**src/rtl/cla_pipe_adder_16b_pkg.sv**
```systemverilog
// Shared constants and result-flag type for the pipelined CLA adder and the ALU result mux.
package cla_pipe_adder_16b_pkg;

    localparam int unsigned ADD_WIDTH = 16;
    localparam int unsigned CLA_GROUP = 4;

    typedef struct packed {
        logic c_out;
        logic ofl;
        logic zero;
    } res_flags_t;

endpackage

```
**src/rtl/cla_group_4b.sv**
```systemverilog
// 4-bit carry-lookahead group: internal carries plus group generate/propagate.
module cla_group_4b (
    input  logic [3:0] i_g,
    input  logic [3:0] i_p,
    input  logic       i_c,
    output logic [3:1] o_c,
    output logic       o_gg,
    output logic       o_gp
);

    assign o_c[1] = i_g[0] | (i_p[0] & i_c);
    assign o_c[2] = i_g[1] | (i_p[1] & i_g[0]) | (i_p[1] & i_p[0] & i_c);
    assign o_c[3] = i_g[2] | (i_p[2] & i_g[1]) | (i_p[2] & i_p[1] & i_g[0])
                  | (i_p[2] & i_p[1] & i_p[0] & i_c);

    assign o_gg = i_g[3] | (i_p[3] & i_g[2]) | (i_p[3] & i_p[2] & i_g[1])
                | (i_p[3] & i_p[2] & i_p[1] & i_g[0]);
    assign o_gp = &i_p;

endmodule

```
**src/rtl/cla_pipe_adder_16b.sv**
```systemverilog
// Two-stage pipelined CLA adder/subtractor: lower half in stage 1, upper half and flags in
// stage 2, with a valid/ready handshake on both sides.
module cla_pipe_adder_16b
    import cla_pipe_adder_16b_pkg::*;
#(
    parameter int unsigned WIDTH = ADD_WIDTH,
    parameter int unsigned GROUP = CLA_GROUP
) (
    input  logic             i_clk,
    input  logic             i_rst_n,
    input  logic             i_in_valid,
    output logic             o_in_ready,
    input  logic [WIDTH-1:0] i_a,
    input  logic [WIDTH-1:0] i_b,
    input  logic             i_sub,
    output logic             o_out_valid,
    input  logic             i_out_ready,
    output logic [WIDTH-1:0] o_sum,
    output logic             o_c_out,
    output logic             o_ofl,
    output logic             o_zero
);

    localparam int unsigned HALF = WIDTH / 2;
    localparam int unsigned NG   = HALF / GROUP;

    logic             w_s2_free, w_s1_adv, w_accept;
    logic [WIDTH-1:0] w_b_eff, w_g, w_p;

    logic [NG-1:0]    w_gg_lo, w_gp_lo, w_gg_hi, w_gp_hi;
    logic [NG:0]      w_gc_lo, w_gc_hi;
    logic [3:1]       w_ic_lo [NG];
    logic [3:1]       w_ic_hi [NG];
    logic [HALF-1:0]  w_c_lo, w_c_hi, w_sum_lo, w_sum_hi;
    logic [WIDTH-1:0] w_sum;
    res_flags_t       w_flags;

    logic             r_s1_valid;
    logic [HALF-1:0]  r_s1_sum_lo, r_s1_g_hi, r_s1_p_hi;
    logic             r_s1_c_mid;
    logic             r_out_valid;
    logic [WIDTH-1:0] r_sum;
    res_flags_t       r_flags;

    assign w_s2_free  = !r_out_valid || i_out_ready;
    assign w_s1_adv   = r_s1_valid && w_s2_free;
    assign o_in_ready = !r_s1_valid || w_s2_free;
    assign w_accept   = i_in_valid && o_in_ready;

    assign w_b_eff = i_sub ? ~i_b : i_b;
    assign w_g     = i_a & w_b_eff;
    assign w_p     = i_a ^ w_b_eff;

    // Second-level lookahead over group G/P, one chain per half.
    always_comb begin
        logic c;
        w_gc_lo    = '0;
        c          = i_sub;
        w_gc_lo[0] = c;
        for (int k = 0; k < NG; k++) begin
            c            = w_gg_lo[k] | (w_gp_lo[k] & c);
            w_gc_lo[k+1] = c;
        end
    end

    always_comb begin
        logic c;
        w_gc_hi    = '0;
        c          = r_s1_c_mid;
        w_gc_hi[0] = c;
        for (int k = 0; k < NG; k++) begin
            c            = w_gg_hi[k] | (w_gp_hi[k] & c);
            w_gc_hi[k+1] = c;
        end
    end

    for (genvar k = 0; k < NG; k++) begin : g_groups
        cla_group_4b u_grp_lo (
            .i_g  (w_g[k*GROUP +: GROUP]),
            .i_p  (w_p[k*GROUP +: GROUP]),
            .i_c  (w_gc_lo[k]),
            .o_c  (w_ic_lo[k]),
            .o_gg (w_gg_lo[k]),
            .o_gp (w_gp_lo[k])
        );
        cla_group_4b u_grp_hi (
            .i_g  (r_s1_g_hi[k*GROUP +: GROUP]),
            .i_p  (r_s1_p_hi[k*GROUP +: GROUP]),
            .i_c  (w_gc_hi[k]),
            .o_c  (w_ic_hi[k]),
            .o_gg (w_gg_hi[k]),
            .o_gp (w_gp_hi[k])
        );
        assign w_c_lo[k*GROUP]          = w_gc_lo[k];
        assign w_c_lo[k*GROUP+1 +: 3]   = w_ic_lo[k];
        assign w_c_hi[k*GROUP]          = w_gc_hi[k];
        assign w_c_hi[k*GROUP+1 +: 3]   = w_ic_hi[k];
    end

    assign w_sum_lo = w_p[HALF-1:0] ^ w_c_lo;
    assign w_sum_hi = r_s1_p_hi ^ w_c_hi;
    assign w_sum    = {w_sum_hi, r_s1_sum_lo};

    // Overflow: carry into the MSB differs from carry out of it.
    assign w_flags.c_out = w_gc_hi[NG];
    assign w_flags.ofl   = w_c_hi[HALF-1] ^ w_gc_hi[NG];
    assign w_flags.zero  = (w_sum == '0);

    always_ff @(posedge i_clk or negedge i_rst_n) begin
        if (!i_rst_n) begin
            r_s1_valid  <= 1'b0;
            r_s1_sum_lo <= '0;
            r_s1_c_mid  <= 1'b0;
            r_s1_g_hi   <= '0;
            r_s1_p_hi   <= '0;
        end else begin
            if (w_accept) begin
                r_s1_valid  <= 1'b1;
                r_s1_sum_lo <= w_sum_lo;
                r_s1_c_mid  <= w_gc_lo[NG];
                r_s1_g_hi   <= w_g[WIDTH-1:HALF];
                r_s1_p_hi   <= w_p[WIDTH-1:HALF];
            end else if (w_s1_adv) begin
                r_s1_valid  <= 1'b0;
            end
        end
    end

    always_ff @(posedge i_clk or negedge i_rst_n) begin
        if (!i_rst_n) begin
            r_out_valid <= 1'b0;
            r_sum       <= '0;
            r_flags     <= '0;
        end else begin
            if (w_s2_free) begin
                r_out_valid <= r_s1_valid;
            end
            if (w_s1_adv) begin
                r_sum   <= w_sum;
                r_flags <= w_flags;
            end
        end
    end

    assign o_out_valid = r_out_valid;
    assign o_sum       = r_sum;
    assign o_c_out     = r_flags.c_out;
    assign o_ofl       = r_flags.ofl;
    assign o_zero      = r_flags.zero;

endmodule

```
**config.mk**
```make
export PLATFORM = sky130hd
export DESIGN_NAME = cla_pipe_adder_16b
export DESIGN_NICKNAME = d
export VERILOG_FILES = /design/src/rtl/cla_pipe_adder_16b_pkg.sv /design/src/rtl/cla_group_4b.sv /design/src/rtl/cla_pipe_adder_16b.sv
export SDC_FILE = /design/constraint.sdc
export NUM_CORES = 1
export LEC_CHECK = 0
export BUFFER_PORTS_ARGS = -buffer_cell sky130_fd_sc_hd__buf_2
export CAP_MARGIN = 20
export CORE_UTILIZATION = 38
export CTS_CLUSTER_DIAMETER = 200
export DETAILED_ROUTE_END_ITERATION = 16
export PLACE_DENSITY_LB_ADDON = 0.1
export REMOVE_ABC_BUFFERS = 1
export SYNTH_ARGS = -nofsm -noshare
export SYNTH_HDL_FRONTEND = slang
export SYNTH_SLANG_ARGS = --single-unit
```
**constraint.sdc**
```tcl
create_clock -name i_clk -period 2.4 [get_ports i_clk]
set_input_delay 0.12 -clock i_clk [delete_from_list [all_inputs] [get_ports i_clk]]
set_output_delay 0.12 -clock i_clk [all_outputs]
set_load 0.02 [all_outputs]
```
==> metrics.md <==
| Metric | Value |
|---|---|
| VDD IR max | `0.428 mV` |
| Setup Skew | `0.0114 ns` |
| Crit Path Max Fanout | `5` |
| LEAKAGE | `1.47 nW` |
| Routed vias/inst | `4.99` |
| Layout cells sized above 1 | `0.384` |
| Worst skew pair latency | `0.30 ns` |
| CTS Root Cell | `clkbuf_8` |
| Max Cap Violations | `0` |
| Status | `complete, no violations` |
| Final net count | `336` |
| Area grow syn2layout | `19.8%` |
| Crit path capture type | `register` |
| Post-Syn Area | `2540 sq um` |
| Tot GR Track Use | `0.145` |
| Internal Power | `0.00168 W` |
| Final Util | `0.476` |
| Synth Register Bits | `46` |
| Slowest-stage cell, CP | `dfrtp_1` |
| Initial antenna violation count | `0` |
| Vias | `1786` |
| Sequential share of power | `0.435` |
| DR iter-0 viols | `42` |
| Arrival @ worst endpoint | `2.42 ns` |
| First-pass GRT wire length | `8.02 mm` |
| Num rows | `29` |
| DRC errors left | `0` |
| Worst Setup Start Kind | `register` |
| Worst-Margin Slew | `0.432 ns` |
| Post-CTS setup buffers | `0` |
| Top cells by area, synth | `dfrtp_1, mux2_2, ha_1` |
| Core area | `6390 sq um` |
| Register area | `1150 sq um` |
| Total grt overflow | `0` |
| # hold bufs at CTS | `1` |
| Critical Path RT | `2.64 ns` |
| Sw frac | `0.366` |
| Multi-input gate area | `1320 sq um` |
| Cells after synthesis | `216` |
| Clk pwr share | `0.185` |
| Reg2reg setup slack | `0.21 ns` |
| Seq/Total Area, Yosys | `0.454` |
| Largest net degree at the start of global routing | `34` |
| TritonRoute pass-1 iters | `4` |
| Post-synth top area cell | `dfrtp_1` |
| Die Y | `83.7 um` |
| Final TNS setup | `0 ns` |
| Area share of the leading cell type in the synthesized netlist | `0.454` |
| Clk sink count | `46` |
| Power per standard cell area | `872 nW/um^2` |
| CTS tree | `yes` |
| Crit path cell chain | `a21o_1, a22oi_2, or2b_1, ha_1, nor2_1, nand4b_1, nor4b_2, a32o_1` |
| WL final | `4.75 mm` |
| Comb pwr share | `0.381` |
| Final period util | `0.911` |
| Fmax | `457 MHz` |
| RSZ-0062 raised after global routing | `false` |
| Bufs on Longest Clock Path | `2` |
| Hold crit path type | `in2reg` |
| Final setup viols | `0` |
| Width of the die | `83.7 um` |
| Yosys warning count | `0` |
| Inserted Diodes | `0` |
| Filler instances | `616` |
| Quantity of gates resized following cts | `0` |
| Die area | `7010 sq um` |
| CTS H-tree depth | `2` |
| Number of global-route vias before repair | `1749` |
| WL per Instance | `13.3 um` |
| Antenna Violating Nets Remaining | `0` |
| DP HPWL | `3.72 mm` |
| Final-report hold violation count | `0` |
| Setup Crit Path Kind | `reg2reg` |
| Gp weighted congestion | `0.729` |
| Max-slew violation count | `0` |
| Synth unique cells | `39` |
| CTS buffer count | `5` |
| Syn avg cell area | `11.7 sq um` |
| Initial Utilization | `0.397` |
| # port buffers | `57` |
| Worst-path clk slew | `0.10 ns` |
| Top-level port count | `58` |
| Max stage delay on crit path | `0.44 ns` |
| Rel. slew slack | `0.711` |
| Min Tclk post-route | `2.19 ns` |
| Switch Pwr | `0.000970 W` |
-- worst paths after layout --
path	end	start	cells after the start
max in group asynchronous	o_zero	i_rst_n	3
worst max-delay path	o_zero	r_s1_p_hi[2]	8
min in group asynchronous	r_s1_valid	i_rst_n	2
worst min-delay path	r_s1_valid	i_in_valid	2
worst max register to register	o_zero	r_s1_p_hi[2]	8
worst min register to register	o_ofl	o_ofl	2
-- power by group through the flow --
stage          clock (W)  combinational, W  sequential, W
2_1_floorplan          0          0.000538        0.00131
3_3_place_gp           0           0.00102        0.00117
3_5_place_dp           0           0.00103        0.00117
4_1_cts         0.000510           0.00103        0.00116
5_1_grt         0.000541           0.00112        0.00119
6_report        0.000489           0.00101        0.00115
-- cells in the mapped netlist --
cell	count
a21oi_2	1
xor2_1	18
inv_1	5
a211oi_4	1
o21bai_1	1
a21oi_1	5
o21ai_0	10
nand4b_1	1
or2b_1	1
mux2i_1	2
nand3b_1	2
a31oi_1	2
nor3_1	5
buf_2	5
a22oi_2	1
xnor2_1	9
nand2b_1	3
dfrtp_1	46
a211oi_1	2
nor4_1	3
nor2_1	10
and3_1	1
ha_1	18
nor4b_2	1
nor3b_1	1
nand2_1	13
a211o_1	1
o21a_1	2
o32a_1	1
nand3_1	3
buf_6	1
a21o_1	5
a2111oi_2	1
clkbuf_1	1
buf_4	1
o21ai_2	1
mux2_2	30
fa_1	1
a32o_1	1
-- per-stage QoR --
stage / hold slack [ns] / cell area (sq um) / total power (W) / cells / setup WS, ns
after global placement: 0.0323 / 2940 / 0.00219 / 349 / 0.227
after global routing: 0.0441 / 3040 / 0.00284 / 358 / 0.0287
after CTS: 0.0451 / 3040 / 0.00270 / 358 / 0.170
after floorplan: -0.176 / 2490 / 0.00185 / 208 / 0.340
final: 0.0480 / 3040 / 0.00265 / 358 / 0.213
after detailed placement: 0.0332 / 2940 / 0.00220 / 349 / 0.204
-- cell type report --
class                      count  area share
tap                           77      0.0317
clock inverter                 3     0.00823
inverter                       5     0.00617
clock buffer                   5      0.0226
timing repair buffer          65       0.119
sequential                    46       0.379
multi-input combinational    157       0.434
-- worst max-delay path: cells and delay by family (launching register included) --
kind	cells	cell delay (ns)
adders and majority gates	1	0.31
AOI/OAI and AO/OA	3	0.60
and+or+nand+nor	4	0.76
DFF	1	0.44
-- sequential cells by signal, summed over array words and instances, names as in the netlist --
register and count:
o_sum 16, o_ofl 1, o_zero 1, r_s1_c_mid 1, o_c_out 1, r_s1_g_hi 8
r_s1_sum_lo 8, r_s1_p_hi 8, r_s1_valid 1, o_out_valid 1
-- per-layer routing --
metal | vias up | global-route usage | share of wire | wire length [um]
li1 | 899 | - | - | -
met1 | 843 | 0.184 | 0.47 | 2240
met2 | 39 | 0.245 | 0.49 | 2310
met3 | 5 | 0.0277 | 0.031 | 147
met4 | 0 | 0.0508 | 0.013 | 60
met5 | - | 0 | 0 | 0
-- kinds of logic after synthesis --
| logic type | after synthesis | synth area share |
|---|---|---|
| and+or+nand+nor | 44 | 0.0883 |
| buffers and inverters | 13 | 0.0261 |
| DFF | 46 | 0.454 |
| adders and majority gates | 19 | 0.0966 |
| muxes | 32 | 0.141 |
| AOI/OAI and AO/OA | 35 | 0.101 |
| xor gates and xnor gates | 27 | 0.0932 |
-- cells in the final DEF, fill, tap and decap left out, drive strengths merged, types with 2 or more instances in the layout --
cell type / instances
nor2: 10
a31oi: 2
mux2: 30
xor2: 18
nand2b: 3
dfrtp: 46
a21o: 5
o21a: 2
nor3: 5
mux2i: 2
nand2: 13
ha: 18
xnor2: 9
a21oi: 6
inv: 6
nand3b: 2
o21ai: 11
nand3: 3
buf: 64
a211oi: 3
clkbuf: 5
nor4: 3
Note: power is estimated with default switching activity, not from simulation.
